==> config.mk <==
export PLATFORM = sky130hd
export DESIGN_NAME = ula_sequenciador
export DESIGN_NICKNAME = d
export VERILOG_FILES = /design/src/rtl/ula_sequenciador.sv
export SDC_FILE = /design/constraint.sdc
export NUM_CORES = 1
export LEC_CHECK = 0
export CORE_MARGIN = 8
export CORE_UTILIZATION = 45
export CTS_CLUSTER_DIAMETER = 200
export CTS_CLUSTER_SIZE = 28
export DETAILED_ROUTE_END_ITERATION = 10
export PLACE_DENSITY = 0.7
export RECOVER_POWER = 25
export SKIP_LAST_GASP = 1
export SLEW_MARGIN = 0
export SYNTH_ARGS = -nofsm -noshare
export SYNTH_HDL_FRONTEND = slang
export SYNTH_SLANG_ARGS = --single-unit
==> constraint.sdc <==
create_clock -name clock -period 5.6 [get_ports clock]
set_input_delay 1.12 -clock clock [delete_from_list [all_inputs] [get_ports clock]]
set_output_delay 1.12 -clock clock [all_outputs]
set_load 0.005 [all_outputs]
==> src/rtl/ula_sequenciador.sv <==
// Serial ALU sequencer: fetches an instruction, reads two operands from a
// four-entry register file, drives an external ALU and writes the result back.
module ula_sequenciador #(
  parameter bit ZERO_R0 = 1'b0
) (
  input  logic       clock,
  input  logic       reset,
  input  logic [7:0] instr,
  input  logic       instr_valid,
  output logic       instr_ready,
  output logic [7:0] entrada1,
  output logic [7:0] entrada2,
  output logic [1:0] ULAop,
  input  logic [7:0] Resultado,
  input  logic       Zero,
  output logic       done,
  output logic       erro,
  output logic       flag_zero,
  input  logic [1:0] reg_sel,
  output logic [7:0] reg_dado
);

  typedef enum logic [1:0] {
    IDLE     = 2'd0,
    LEITURA  = 2'd1,
    EXECUCAO = 2'd2,
    ESCRITA  = 2'd3
  } state_t;

  state_t          state_q, state_d;
  logic [7:0]      instr_q, instr_d;
  logic [3:0][7:0] regFile_q, regFile_d;
  logic [3:0][7:0] regView;
  logic [7:0]      entrada1_q, entrada1_d;
  logic [7:0]      entrada2_q, entrada2_d;
  logic [1:0]      ulaOp_q, ulaOp_d;
  logic [7:0]      result_q, result_d;
  logic            done_q, done_d;
  logic            erro_q, erro_d;
  logic            flagZero_q, flagZero_d;

  logic [1:0] op, rd, rs, rt;
  logic       legal;

  assign op    = instr_q[7:6];
  assign rd    = instr_q[5:4];
  assign rs    = instr_q[3:2];
  assign rt    = instr_q[1:0];
  assign legal = (op != 2'b11);

  // With ZERO_R0 the hardwired zero is applied on every read path.
  always_comb begin
    regView = regFile_q;
    if (ZERO_R0) begin
      regView[0] = 8'h00;
    end
  end

  always_ff @(posedge clock or posedge reset) begin
    if (reset) begin
      state_q <= IDLE;
    end else begin
      state_q <= state_d;
    end
  end

  always_comb begin
    state_d = state_q;
    case (state_q)
      IDLE:     if (instr_valid) state_d = LEITURA;
      LEITURA:  state_d = EXECUCAO;
      EXECUCAO: state_d = ESCRITA;
      ESCRITA:  state_d = IDLE;
      default:  state_d = IDLE;
    endcase
  end

  always_comb begin
    instr_d    = instr_q;
    regFile_d  = regFile_q;
    entrada1_d = entrada1_q;
    entrada2_d = entrada2_q;
    ulaOp_d    = ulaOp_q;
    result_d   = result_q;
    flagZero_d = flagZero_q;
    done_d     = 1'b0;
    erro_d     = 1'b0;
    case (state_q)
      IDLE: begin
        if (instr_valid) begin
          instr_d = instr;
        end
      end
      LEITURA: begin
        entrada1_d = regView[rs];
        entrada2_d = regView[rt];
        ulaOp_d    = legal ? op : 2'b00;
      end
      EXECUCAO: begin
        result_d = Resultado;
        if (legal) begin
          flagZero_d = Zero;
        end
      end
      ESCRITA: begin
        if (legal && !(ZERO_R0 && (rd == 2'd0))) begin
          regFile_d[rd] = result_q;
        end
        done_d = 1'b1;
        erro_d = !legal;
      end
      default: ;
    endcase
  end

  always_ff @(posedge clock or posedge reset) begin
    if (reset) begin
      instr_q    <= 8'h00;
      regFile_q  <= '0;
      entrada1_q <= 8'h00;
      entrada2_q <= 8'h00;
      ulaOp_q    <= 2'b00;
      result_q   <= 8'h00;
      flagZero_q <= 1'b0;
      done_q     <= 1'b0;
      erro_q     <= 1'b0;
    end else begin
      instr_q    <= instr_d;
      regFile_q  <= regFile_d;
      entrada1_q <= entrada1_d;
      entrada2_q <= entrada2_d;
      ulaOp_q    <= ulaOp_d;
      result_q   <= result_d;
      flagZero_q <= flagZero_d;
      done_q     <= done_d;
      erro_q     <= erro_d;
    end
  end

  assign instr_ready = (state_q == IDLE);
  assign entrada1    = entrada1_q;
  assign entrada2    = entrada2_q;
  assign ULAop       = ulaOp_q;
  assign done        = done_q;
  assign erro        = erro_q;
  assign flag_zero   = flagZero_q;
  assign reg_dado    = regView[reg_sel];

endmodule

==> impl_metrics.xml <==
<?xml version="1.0" encoding="UTF-8"?>
<metrics>
  <group name="setup_path">
    <metric name="path_class" unit="">in -&gt; out</metric>
    <metric name="startpoint_class" unit="">input port</metric>
    <metric name="critPathMaxFanout" unit="">8</metric>
    <metric name="cp_data_required_time" unit="ns">4.48</metric>
    <metric name="rrSetupSlack" unit="ns">3.20</metric>
    <metric name="worst_ep_arrival" unit="ns">3.10</metric>
    <metric name="crit_path_end_kind" unit="">output port</metric>
    <metric name="r2r_cells" unit="">5</metric>
  </group>
  <group name="sta">
    <metric name="final-hold-violation-count" unit="">0</metric>
    <metric name="finalSetupViolations" unit="">0</metric>
    <metric name="max-slew-margin-rel" unit="">0.363</metric>
    <metric name="timing_max_transition_violations_final" unit="">0</metric>
    <metric name="rsz_0062_raised_after_global_routing" unit="">no</metric>
    <metric name="tns_setup" unit="ns">0</metric>
    <metric name="timing.final.crit_share" unit="">0.753</metric>
    <metric name="hold-worst-slack" unit="ns">0.511</metric>
    <metric name="final_critical_path_setup_slack" unit="ns">1.38</metric>
    <metric name="timing_worst_slew_pin_value" unit="ns">0.956</metric>
    <metric name="finClkSkew" unit="ns">0.00801</metric>
    <metric name="layout_min_cycle_time" unit="ns">4.22</metric>
    <metric name="max_freq" unit="MHz">237</metric>
  </group>
  <group name="place">
    <metric name="quantity_of_i_o_buffers_inserted_on_ports" unit="">51</metric>
    <metric name="instance_count_after_placement_with_tap_cells_included" unit="">393</metric>
    <metric name="dp_worst_setup_slack" unit="ns">1.35</metric>
    <metric name="placed_area" unit="um2">4000</metric>
    <metric name="post-dp-hpwl" unit="um">5020</metric>
    <metric name="gpl.final_weighted_congestion" unit="">0.749</metric>
  </group>
  <group name="layout">
    <metric name="synthToLayoutAreaGrowth" unit="%">22.0</metric>
    <metric name="drive_above_1_share" unit="">0.296</metric>
    <metric name="final_net_count" unit="">328</metric>
    <metric name="final_standard_cell_area_without_fillers" unit="um2">4190</metric>
    <metric name="final_cell_count_no_fill" unit="">409</metric>
    <metric name="antenna_cell_count" unit="">0</metric>
    <metric name="final_core_occ" unit="">0.554</metric>
  </group>
  <group name="hold_path">
    <metric name="hold_depth" unit="">1</metric>
    <metric name="hold_path.class" unit="">reg -&gt; reg</metric>
  </group>
  <group name="clock_network">
    <metric name="clkSinkCount" unit="">71</metric>
    <metric name="cts_tree" unit="">yes</metric>
    <metric name="clkLatencyLatePin" unit="ns">0.34</metric>
    <metric name="path_clk_slew" unit="ns">0.07</metric>
    <metric name="cts_hold_buf" unit="">0</metric>
    <metric name="num_cts_buffers" unit="">9</metric>
    <metric name="clockBufferDepth" unit="">2</metric>
    <metric name="clock-root-buffer" unit="">sky130_fd_sc_hd__clkbuf_8</metric>
    <metric name="post-cts-setup-buffer-count" unit="">0</metric>
    <metric name="htree_num_levels" unit="">3</metric>
    <metric name="cts-resized-gates" unit="">0</metric>
  </group>
  <group name="global_routing">
    <metric name="grt_overflow_total" unit="">0</metric>
    <metric name="globalRouteMet2Util" unit="">0.259</metric>
    <metric name="globalRouteMet3Util" unit="">0.0361</metric>
    <metric name="first_global_vias" unit="">2204</metric>
    <metric name="busiest_layer_in_global_routing" unit="">met2</metric>
    <metric name="grt_first_pass_wirelength" unit="um">12200</metric>
    <metric name="use_met1" unit="">0.194</metric>
    <metric name="track_usage" unit="">0.157</metric>
    <metric name="antenna_found_initial" unit="">0</metric>
    <metric name="pin_count_of_the_biggest_net_entering_global_routing" unit="">56</metric>
  </group>
  <group name="drt">
    <metric name="wl_per_cell" unit="um">18.9</metric>
    <metric name="drtAntennaViolNets" unit="">0</metric>
    <metric name="routed_via_density" unit="">5.31</metric>
    <metric name="drc" unit="">0</metric>
    <metric name="total_via_count_in_the_routed_design" unit="">2170</metric>
    <metric name="drt_pass1_iterations" unit="">5</metric>
    <metric name="dr.first_iter.drc_count" unit="">70</metric>
    <metric name="route.final.wire_length" unit="um">7710</metric>
  </group>
  <group name="floorplanning">
    <metric name="number_of_standard_cell_rows_in_the_floorplan" unit="">32</metric>
    <metric name="io_pins" unit="">52</metric>
    <metric name="floorplan.die_area" unit="um2">10700</metric>
    <metric name="die_y" unit="um">103</metric>
    <metric name="core_area" unit="um2">7570</metric>
    <metric name="start_util" unit="">0.454</metric>
    <metric name="die_width" unit="um">103</metric>
  </group>
  <group name="synthesis">
    <metric name="synthDistinctLibCells" unit="">25</metric>
    <metric name="post_synth_inst_count" unit="">251</metric>
    <metric name="synth_seq_cells" unit="">71</metric>
    <metric name="avgSynthCellArea" unit="um2">13.7</metric>
    <metric name="ys.warnings.count" unit="">0</metric>
    <metric name="netlist_area" unit="um2">3440</metric>
    <metric name="synth-seq-area-share" unit="">0.517</metric>
    <metric name="synth_fp_nets" unit="">277</metric>
  </group>
  <group name="power_and_ir_drop">
    <metric name="report.power.total" unit="mW">2.42</metric>
    <metric name="vdd_drop_max" unit="V">0.000283</metric>
    <metric name="powerDensity" unit="nW/um2">577</metric>
    <metric name="total_leakage_power" unit="nW">1.81</metric>
  </group>
  <group name="run_status">
    <metric name="status" unit="">finished, final reports clean</metric>
  </group>
  <group name="flow_run">
    <metric name="max_cap_viol_count" unit="">0</metric>
  </group>
</metrics>
-- flip-flops by register name, summed over array words and instances (netlist names) --
register	cells
ULAop	2
regFile_q	32
entrada2	8
instr_q	8
erro	1
state_q	2
flag_zero	1
result_q	8
done	1
entrada1	8
-- metal layers --
| layer | share of wire | vias up |
|---|---|---|
| met5 | 0 | - |
| met4 | 0.018 | 0 |
| met3 | 0.035 | 10 |
| met2 | 0.50 | 36 |
| met1 | 0.44 | 1112 |
| li1 | - | 1012 |
-- critical path, stage by stage --
cell                              delay (ns)
sky130_fd_sc_hd__clkdlybuf4s50_1        0.90
sky130_fd_sc_hd__mux4_2                 0.61
sky130_fd_sc_hd__clkdlybuf4s50_1        0.47
-- cells in the final DEF, fill, tap and decap left out, types with 6 or more instances in the layout --
cell type,instances
sky130_fd_sc_hd__dfrtp_1,71
sky130_fd_sc_hd__mux2_2,57
sky130_fd_sc_hd__clkdlybuf4s50_1,49
sky130_fd_sc_hd__nor2b_1,18
sky130_fd_sc_hd__o21ai_0,18
sky130_fd_sc_hd__a21oi_1,17
sky130_fd_sc_hd__mux2i_1,16
sky130_fd_sc_hd__clkbuf_8,12
sky130_fd_sc_hd__mux4_2,8
sky130_fd_sc_hd__mux2_4,8
sky130_fd_sc_hd__inv_1,6
-- area by class of cell --
type	instances	area, um2
Fill cell	637	3380
Sequential cell	71	1780
Multi-Input combinational cell	162	1540
Timing Repair Buffer	52	518
Clock buffer	13	169
Tap cell	102	128
Clock inverter	3	40.0
Inverter	6	22.5
-- kinds of logic after synthesis --
group	count (synthesis)	share of synthesized area
muxes	89	0.321
AOI/OAI and AO/OA	37	0.0550
and+or+nand+nor	32	0.0626
DFF	71	0.517
buffers and inverters	18	0.0302
adders and majority gates	4	0.0146
-- synthesized netlist by cell type --
master	instances	area, um2
sky130_fd_sc_hd__a21oi_1	17	85.1
sky130_fd_sc_hd__and3_2	1	7.51
sky130_fd_sc_hd__and4bb_1	1	12.5
sky130_fd_sc_hd__buf_1	1	3.75
sky130_fd_sc_hd__buf_2	5	25.0
sky130_fd_sc_hd__buf_4	2	15.0
sky130_fd_sc_hd__buf_6	3	33.8
sky130_fd_sc_hd__clkbuf_1	1	3.75
sky130_fd_sc_hd__dfrtp_1	71	1780
sky130_fd_sc_hd__ha_1	4	50.1
sky130_fd_sc_hd__inv_1	6	22.5
sky130_fd_sc_hd__mux2_2	57	642
sky130_fd_sc_hd__mux2_4	8	120
sky130_fd_sc_hd__mux2i_1	16	160
sky130_fd_sc_hd__mux4_2	8	180
sky130_fd_sc_hd__nand2_1	5	18.8
sky130_fd_sc_hd__nand2_2	1	6.26
sky130_fd_sc_hd__nand3b_1	1	7.51
sky130_fd_sc_hd__nand4_2	1	12.5
sky130_fd_sc_hd__nand4b_2	2	30.0
sky130_fd_sc_hd__nor2_1	2	7.51
sky130_fd_sc_hd__nor2b_1	18	113
sky130_fd_sc_hd__o21ai_0	18	90.1
sky130_fd_sc_hd__o22ai_1	1	6.26
sky130_fd_sc_hd__o31ai_1	1	7.51
-- path summary, 6_finish.rpt --
check / start / to
min: flag_zero / flag_zero
max in group asynchronous: reset / regFile_q[14]
max: reg_sel[0] / reg_dado[3]
max reg2reg: state_q[1] / entrada1[4]
min in group asynchronous: reset / result_q[3]
min reg2reg: flag_zero / flag_zero
-- power by group --
part | switching, mW | leakage [nW] | internal, mW
clock | 0.186 | 0.109 | 0.241
combinational | 0.351 | 0.822 | 0.622
sequential | 0.265 | 0.877 | 0.754
total | 0.801 | 1.81 | 1.62
(Power assumes the default switching activity.)
